### config.mk
export PLATFORM = sky130hd
export DESIGN_NAME = shift_deser
export DESIGN_NICKNAME = d
export VERILOG_FILES = /design/src/rtl/shift_deser.sv
export SDC_FILE = /design/constraint.sdc
export NUM_CORES = 1
export LEC_CHECK = 0
export BUFFER_PORTS_ARGS = -buffer_cell sky130_fd_sc_hd__buf_2
export CAP_MARGIN = 20
export CORE_MARGIN = 1
export CORE_UTILIZATION = 43
export DETAILED_ROUTE_END_ITERATION = 7
export GPL_ROUTABILITY_DRIVEN = 1
export PLACE_DENSITY_LB_ADDON = 0.1
export SLEW_MARGIN = 20
export SYNTH_ARGS = -nofsm -noshare
export SYNTH_HDL_FRONTEND = slang
export SYNTH_SLANG_ARGS = --single-unit
### constraint.sdc
create_clock -name clk -period 1.5 [get_ports clk]
set_input_delay 0.075 -clock clk [delete_from_list [all_inputs] [get_ports clk]]
set_output_delay 0.075 -clock clk [all_outputs]
set_load 0.005 [all_outputs]
### src/rtl/shift_deser.sv
// Serial-in, parallel-out receiver: collects WIDTH bits LSB- or MSB-first and
// offers each completed word on a valid/ready output, flagging dropped words.
module shift_deser #(
  parameter int WIDTH = 4,
  parameter int CNT_W = $clog2(WIDTH) + 1
) (
  input  logic             clk,
  input  logic             rst,
  input  logic             sin_valid,
  input  logic             sin,
  input  logic             dir,
  input  logic             clear,
  output logic [WIDTH-1:0] q_out,
  output logic             q_valid,
  input  logic             q_ready,
  output logic             busy,
  output logic [CNT_W-1:0] bit_cnt,
  output logic             overrun
);

  typedef enum logic {IDLE = 1'b0, COLLECT = 1'b1} state_e;

  localparam logic [CNT_W-1:0] LAST_CNT = CNT_W'(WIDTH - 1);

  state_e           state_q, state_d;
  logic [WIDTH-1:0] sh_q, sh_d;
  logic [CNT_W-1:0] bit_cnt_q, bit_cnt_d;
  logic             dir_l_q, dir_l_d;
  logic [WIDTH-1:0] q_out_q, q_out_d;
  logic             q_valid_q, q_valid_d;
  logic             overrun_q, overrun_d;

  logic             eff_dir;
  logic [WIDTH-1:0] sh_shifted;
  logic             complete;

  // The first bit of a word uses the live dir; later bits use the latched copy.
  assign eff_dir    = (state_q == IDLE) ? dir : dir_l_q;
  assign sh_shifted = eff_dir ? {sh_q[WIDTH-2:0], sin} : {sin, sh_q[WIDTH-1:1]};
  assign complete   = sin_valid && !clear && (bit_cnt_q == LAST_CNT);

  always_comb begin
    // NOTE: every signal gets a default first so no path leaves it unassigned,
    // which would otherwise infer a latch.
    state_d   = state_q;
    sh_d      = sh_q;
    bit_cnt_d = bit_cnt_q;
    dir_l_d   = dir_l_q;
    q_out_d   = q_out_q;
    q_valid_d = q_valid_q;
    overrun_d = overrun_q;

    if (clear) begin
      state_d   = IDLE;
      sh_d      = '0;
      bit_cnt_d = '0;
      overrun_d = 1'b0;
    end else begin
      if (q_valid_q && q_ready) begin
        q_valid_d = 1'b0;
      end

      if (sin_valid) begin
        unique case (state_q)
          IDLE: begin
            dir_l_d   = dir;
            sh_d      = sh_shifted;
            bit_cnt_d = CNT_W'(1);
            state_d   = COLLECT;
          end
          COLLECT: begin
            if (complete) begin
              sh_d      = '0;
              bit_cnt_d = '0;
              state_d   = IDLE;
            end else begin
              sh_d      = sh_shifted;
              bit_cnt_d = bit_cnt_q + CNT_W'(1);
            end
          end
          default: state_d = IDLE;
        endcase
      end

      // A completed word is delivered only if the output slot is free or
      // being emptied on this same edge; otherwise it is dropped.
      if (complete) begin
        if (!q_valid_q || q_ready) begin
          q_out_d   = sh_shifted;
          q_valid_d = 1'b1;
        end else begin
          overrun_d = 1'b1;
        end
      end
    end
  end

  // NOTE: sequential state uses non-blocking assignments so every flop samples
  // the pre-edge values, independent of statement order.
  always_ff @(posedge clk) begin
    if (!rst) begin
      state_q   <= IDLE;
      sh_q      <= '0;
      bit_cnt_q <= '0;
      dir_l_q   <= 1'b0;
      q_out_q   <= '0;
      q_valid_q <= 1'b0;
      overrun_q <= 1'b0;
    end else begin
      state_q   <= state_d;
      sh_q      <= sh_d;
      bit_cnt_q <= bit_cnt_d;
      dir_l_q   <= dir_l_d;
      q_out_q   <= q_out_d;
      q_valid_q <= q_valid_d;
      overrun_q <= overrun_d;
    end
  end

  assign q_out   = q_out_q;
  assign q_valid = q_valid_q;
  assign busy    = (bit_cnt_q != '0);
  assign bit_cnt = bit_cnt_q;
  assign overrun = overrun_q;

endmodule

==> results of run 1 <==
[stage by stage]
stage	total power (uW)	setup TNS [ps]	hold slack [ps]
final	704	0	93.0
after global routing	730	0	116
after CTS	707	0	82.4
after detailed placement	481	-23.5	392
after global placement	481	0	392
after floorplan	458	0	267
[worst paths after layout]
path / from / to / cells past startpoint
max: bit_cnt[0]$_SDFFE_PP0P_ / q_out[1]$_SDFFE_PN0P_ / 5
max reg2reg: bit_cnt[0]$_SDFFE_PP0P_ / q_out[1]$_SDFFE_PN0P_ / 5
min: sin_valid / bit_cnt[2]$_SDFFE_PP0P_ / 2
min reg2reg: sh_q[3]$_SDFFE_PP0P_ / sh_q[3]$_SDFFE_PP0P_ / 1
[cells in the final DEF (no fill, tap or decap)]
cell,n
sky130_fd_sc_hd__nand2_1,1
sky130_fd_sc_hd__mux2i_1,5
sky130_fd_sc_hd__nand3b_1,1
sky130_fd_sc_hd__buf_2,16
sky130_fd_sc_hd__nor3_1,1
sky130_fd_sc_hd__nand2b_1,4
sky130_fd_sc_hd__mux2i_4,1
sky130_fd_sc_hd__nor4bb_4,1
sky130_fd_sc_hd__a211oi_2,1
sky130_fd_sc_hd__buf_4,6
sky130_fd_sc_hd__clkbuf_4,3
sky130_fd_sc_hd__inv_1,5
sky130_fd_sc_hd__or2b_1,1
sky130_fd_sc_hd__nor2_1,6
sky130_fd_sc_hd__a31oi_1,1
sky130_fd_sc_hd__clkinv_2,1
sky130_fd_sc_hd__nand3_1,2
sky130_fd_sc_hd__o211a_1,1
sky130_fd_sc_hd__ha_1,2
sky130_fd_sc_hd__and2_2,1
sky130_fd_sc_hd__o2bb2ai_1,4
sky130_fd_sc_hd__a21oi_1,6
sky130_fd_sc_hd__dfxtp_1,15
sky130_fd_sc_hd__a211oi_1,5
sky130_fd_sc_hd__nor2b_1,1
[synth_stat cells (all sizes together)]
master	instances
nand3b	1
and2	1
a211oi	6
buf	1
o211a	1
dfxtp	15
nor3	1
o2bb2ai	4
clkbuf	1
nand2b	4
a21oi	6
or2b	1
inv	5
nor2	6
nand3	2
ha	2
nor2b	1
nand2	1
a31oi	1
mux2i	6
nor4bb	1
[flip-flops by register name, summed over array words and instances, names as in the netlist]
name     cells
sh_q         4
q_out        4
bit_cnt      3
q_valid      1
overrun      1
dir_l_q      1
state_q      1
[worst max-delay path, cell delays in order, from the launching register on]
cell and delay, ps:
sky130_fd_sc_hd__dfxtp_1 330, sky130_fd_sc_hd__ha_1 220, sky130_fd_sc_hd__nor4bb_4 160, sky130_fd_sc_hd__buf_4 160, sky130_fd_sc_hd__and2_2 200, sky130_fd_sc_hd__a211oi_1 240
[layer usage]
metal / global-route usage (%) / vias up / wire, um
li1: - / 287 / -
met1: 24.7 / 240 / 684
met2: 26.2 / 13 / 552
met3: 7.98 / 2 / 60
met4: 7.26 / 0 / 17
met5: 0 / - / 0
[logic make-up (layout without fill, tap and decap cells)]
logic type	Yosys count	count (layout)	share of synthesized area, %
buffers and inverters	7	31	4.71
DFF	15	15	45.2
AOI/OAI and AO/OA	18	18	19.8
adders and majority gates	2	2	3.77
and+or+nand+nor	19	19	15.6
muxes	6	6	10.9
[repair_timing]
| item | in CTS | in global routing |
|---|---|---|
| setup endpoints to repair | 3 | 4 |
| setup buffers | 0 | 1 |
| pin swaps | 0 | 1 |
| gates resized for setup | 1 | 2 |
[layout make-up]
type,count,area [um2]
multi-input cells,45,349
clock inverters,1,5.00
well taps,15,18.8
inverters,5,18.8
clock buffers,3,22.5
fillers,132,527
flip-flops and latches,15,300
repair buffers,22,125
[report_power, final]
group          switching (uW)  total, uW  internal [uW]
clock                     131        230           99.0
sequential               4.86        409            404
combinational            34.1       64.7           30.6
==> results.json, run 1 <==
{
  "layoutNonFillerInstCount": 106,
  "placed_cells_incl_taps": 101,
  "cts-hold-fix-buffers": 0,
  "grt.total_usage_pct": 18.5,
  "tritoncts": "built",
  "area_after_dpl_um2": 788,
  "synth_cell_types": 23,
  "setup_viol": 0,
  "synth_seq_cells": 15,
  "initial_utilization_pct": 48.6,
  "first_global_vias": 436,
  "synth_nets": 76,
  "setup_slack_ps": 121,
  "number_of_max_capacitance_violations_reported": 0,
  "worst-slew-pin-transition_ps": 264,
  "cp_max_fo": 6,
  "initial_antenna_violation_count": 0,
  "cell_accounting_for_the_most_synthesized_area": "sky130_fd_sc_hd__dfxtp_1",
  "crit_required_ps": 1690,
  "clkSlewWorstSetupHoldPaths_ps": 100,
  "report.final.slew_viol_count": 0,
  "arrival_ps": 1570,
  "grt_remaining_overflow": 0,
  "die_area_um2": 1710,
  "grt_setup_unrepaired": "false",
  "design.final.nets": 101,
  "die_width_um": 41.3,
  "post-route-drc-count": 0,
  "seq_area_frac_synth_pct": 45.2,
  "min-delay-path-class": "in -> reg",
  "area_contributors_post_synth": "sky130_fd_sc_hd__dfxtp_1 (45%), sky130_fd_sc_hd__mux2i_1 (7.5%), sky130_fd_sc_hd__a211oi_1 (5.6%), sky130_fd_sc_hd__o2bb2ai_1 (5.3%), sky130_fd_sc_hd__a21oi_1 (4.5%)",
  "drt-total-wl_mm": 1.31,
  "fin_crit_sh_pct": 91.9,
  "drive_above_1_share_pct": 33.0,
  "power.density_cell_area_nw_per_um2": 838,
  "pin_count_of_the_biggest_net_entering_global_routing": 10,
  "cts_sinks": 15,
  "status": "finished clean",
  "fp-row-count": 13,
  "detailed_place_hpwl_mm": 1.02,
  "drt_pass1_iterations": 4,
  "layout_cell_area_excl_fill_um2": 840,
  "slew_headroom_pct": 81.9,
  "fmaxAchievable_ghz": 0.725,
  "criticalPathCategory": "reg -> reg",
  "via_density_per_instance": 5.11,
  "synthDominantCellAreaShare_pct": 45.2,
  "boundaryPins": 17,
  "post_synth.cell_area_avg_um2": 9.92,
  "final_estimated_routing_congestion_in_global_placement": 0.700,
  "numCtsBuffers": 3,
  "netlist_instances": 67,
  "utilization_pct": 61.4,
  "global_route_wire_length_before_repair_mm": 1.96,
  "clock-root-buffer": "sky130_fd_sc_hd__clkbuf_4",
  "floorplan.die.height_um": 41.3,
  "timing.reg2reg.setup_slack_ps": 120,
  "timing.final.hold_violations": 0,
  "htreeDepth": 1,
  "clk-insertion-delay-late_ps": 280,
  "ir_worst_vdd_mv": 0.638,
  "critical_path.endpoint_type": "flop",
  "wl_per_cell_um": 12.4,
  "placeableCoreArea_um2": 1370,
  "ys.warnings.count": 0,
  "num_vias": 542,
  "numPortBuffers": 16,
  "pre_cts_ws_ps": -23.5,
  "drtAntennaViolNets": 0,
  "critical_path_start_type": "flop",
  "setup_skew_ps": 8.34,
  "cts_buffer_depth": 2,
  "power.static_leakage_uw": 0.000384,
  "final.min_clock_period_ps": 1380,
  "netlist_area_um2": 664,
  "layout-area-overhead-vs-synth_pct": 26.4,
  "initialDrtViolationCount": 5,
  "antennaDiodeCount": 0
}
No activity file was read; power rests on OpenSTA's default activity.
==> run 2: changes to the inputs <==
--- a/config.mk
+++ b/config.mk
@@ -13,4 +13,5 @@
 export GPL_ROUTABILITY_DRIVEN = 1
 export PLACE_DENSITY_LB_ADDON = 0.1
+export SETUP_SLACK_MARGIN = 0.2
 export SLEW_MARGIN = 20
 export SYNTH_ARGS = -nofsm -noshare
==> constraint.sdc (replaced) <==
create_clock -name clk -period 1.5 [get_ports clk]
set_input_delay 0.45 -clock clk [delete_from_list [all_inputs] [get_ports clk]]
set_output_delay 0.45 -clock clk [all_outputs]
set_load 0.005 [all_outputs]
==> results.json, run 2 (synthesized netlist as in run 1, its figures left out) <==
{
  "mostFrequentLayoutCells": "sky130_fd_sc_hd__buf_2 (16), sky130_fd_sc_hd__dfxtp_1 (10), sky130_fd_sc_hd__buf_4 (7), sky130_fd_sc_hd__a21oi_1 (6), sky130_fd_sc_hd__nor2_1 (6)",
  "design.final.nets": 102,
  "antennaDiodeCount": 0,
  "cts-hold-fix-buffers": 0,
  "criticalPathCategory": "reg -> out",
  "placed_cells_incl_taps": 100,
  "crit_required_ps": 1050,
  "cts_buffer_depth": 2,
  "setup_viol": 0,
  "pin_count_of_the_biggest_net_entering_global_routing": 10,
  "drt_pass1_iterations": 4,
  "grt.total_usage_pct": 18.1,
  "post-route-drc-count": 0,
  "clkSlewWorstSetupHoldPaths_ps": 100,
  "drtAntennaViolNets": 0,
  "grt_remaining_overflow": 0,
  "via_density_per_instance": 5.26,
  "detailed_place_hpwl_um": 922,
  "htreeDepth": 1,
  "whs_ps": 477,
  "fmaxAchievable_ghz": 0.685,
  "clock-root-buffer": "sky130_fd_sc_hd__clkbuf_4",
  "placeableCoreArea_um2": 1370,
  "final.min_clock_period_ps": 1460,
  "initial_utilization_pct": 48.6,
  "critical_path.slowest_cell": "sky130_fd_sc_hd__dfxtp_4",
  "ir_worst_vdd_mv": 0.560,
  "number_of_max_capacitance_violations_reported": 0,
  "layout_commonest_cell": "sky130_fd_sc_hd__buf_2",
  "boundaryPins": 17,
  "clk-insertion-delay-late_ps": 290,
  "status": "finished clean",
  "num_vias": 563,
  "floorplan.die.height_um": 41.3,
  "numPortBuffers": 16,
  "drive_above_1_share_pct": 47.8,
  "cp_max_fo": 4,
  "fp-row-count": 13,
  "layoutNonFillerInstCount": 107,
  "tritoncts": "built",
  "design_power_total_uw": 727,
  "arrival_ps": 1010,
  "initialDrtViolationCount": 9,
  "fin_crit_sh_pct": 97.3,
  "final_estimated_routing_congestion_in_global_placement": 0.715,
  "layout-area-overhead-vs-synth_pct": 35.8,
  "min-delay-path-class": "reg -> reg",
  "cts_sinks": 15,
  "global_route_wire_length_before_repair_mm": 1.91,
  "die_area_um2": 1710,
  "power.static_leakage_uw": 0.000387,
  "critical_path.endpoint_type": "primary output",
  "die_width_um": 41.3,
  "initial_antenna_violation_count": 0,
  "grt_setup_unrepaired": "true",
  "power.density_cell_area_nw_per_um2": 806,
  "crit_path_cell_trace": "inv_2 -> ha_4 -> nand2_1 -> buf_2",
  "slew_headroom_pct": 79.6,
  "worst-slew-pin-transition_ps": 299,
  "numCtsBuffers": 3,
  "wl_per_cell_um": 13.2,
  "drt-total-wl_mm": 1.41,
  "first_global_vias": 432,
  "report.final.slew_viol_count": 0,
  "setup_skew_ps": 5.62,
  "worst_path_largest_cell_delay_ps": 390,
  "timing.final.hold_violations": 0,
  "critical_path_start_type": "flop"
}
[run 2: cell types whose count changed in the layout (fill, tap and decap cells not counted), sizes merged]
cell  delta
buf      +1
[run 2: area by class of cell]
cell class / instances / area (um2)
clock buffers: 3 / 22.5
clock inverters: 1 / 5.00
fillers: 112 / 464
inverters: 5 / 18.8
multi-input cells: 45 / 393
flip-flops and latches: 15 / 312
well taps: 15 / 18.8
repair buffers: 23 / 133
[run 2: path summary, 6_finish.rpt]
path | start | endpoint | slack (ps) | depth (start not counted)
setup / recovery | bit_cnt[0]$_SDFFE_PP0P_ | busy | 40 | 4
hold reg to reg | overrun$_SDFFE_PP0P_ | overrun$_SDFFE_PP0P_ | 480 | 2
hold / removal | overrun$_SDFFE_PP0P_ | overrun$_SDFFE_PP0P_ | 480 | 2
setup reg to reg | bit_cnt[0]$_SDFFE_PP0P_ | bit_cnt[0]$_SDFFE_PP0P_ | 110 | 6
[run 2: worst max-delay path: cells and delay by family (launching register included)]
kind,cells,cell delay (ps)
flops,1,390
buf+inv,2,150
fa+ha+maj,1,140
simple gates,1,40
[run 2: metrics by stage]
stage               setup WS [ps]  area, um2  util, %  setup TNS [ps]
floorplan                     202        684        -               0
global placement              126        798     58.4               0
detailed placement           76.3        798     58.4               0
CTS                          45.9        847     62.0               0
global route                -10.9        902     66.0           -10.9
finish                       40.9        902     66.0               0
[run 2: report_power, final]
group / internal (uW) / total (uW) / leakage (uW) / switching, uW
Combinational: 38.6 / 77.3 / 0.000245 / 38.7
Sequential: 402 / 408 / 0.000124 / 6.73
Clock: 98.9 / 242 / 0.0000177 / 143
[run 2: what timing repair did]
item                                    4_1_cts  5_1_grt
endpoints found under the setup margin        8       13
resized for setup                             6        9
buffers inserted                              1        2
pin swaps                                     2        2
[run 2: layer usage]
| layer | wire length (um) | vias to the layer above | track usage (%) |
|---|---|---|---|
| met3 | 47 | 2 | 4.79 |
| met2 | 646 | 14 | 28.9 |
| met5 | 0 | - | 0 |
| met1 | 701 | 258 | 22.1 |
| met4 | 14 | 0 | 9.68 |
| li1 | - | 289 | - |
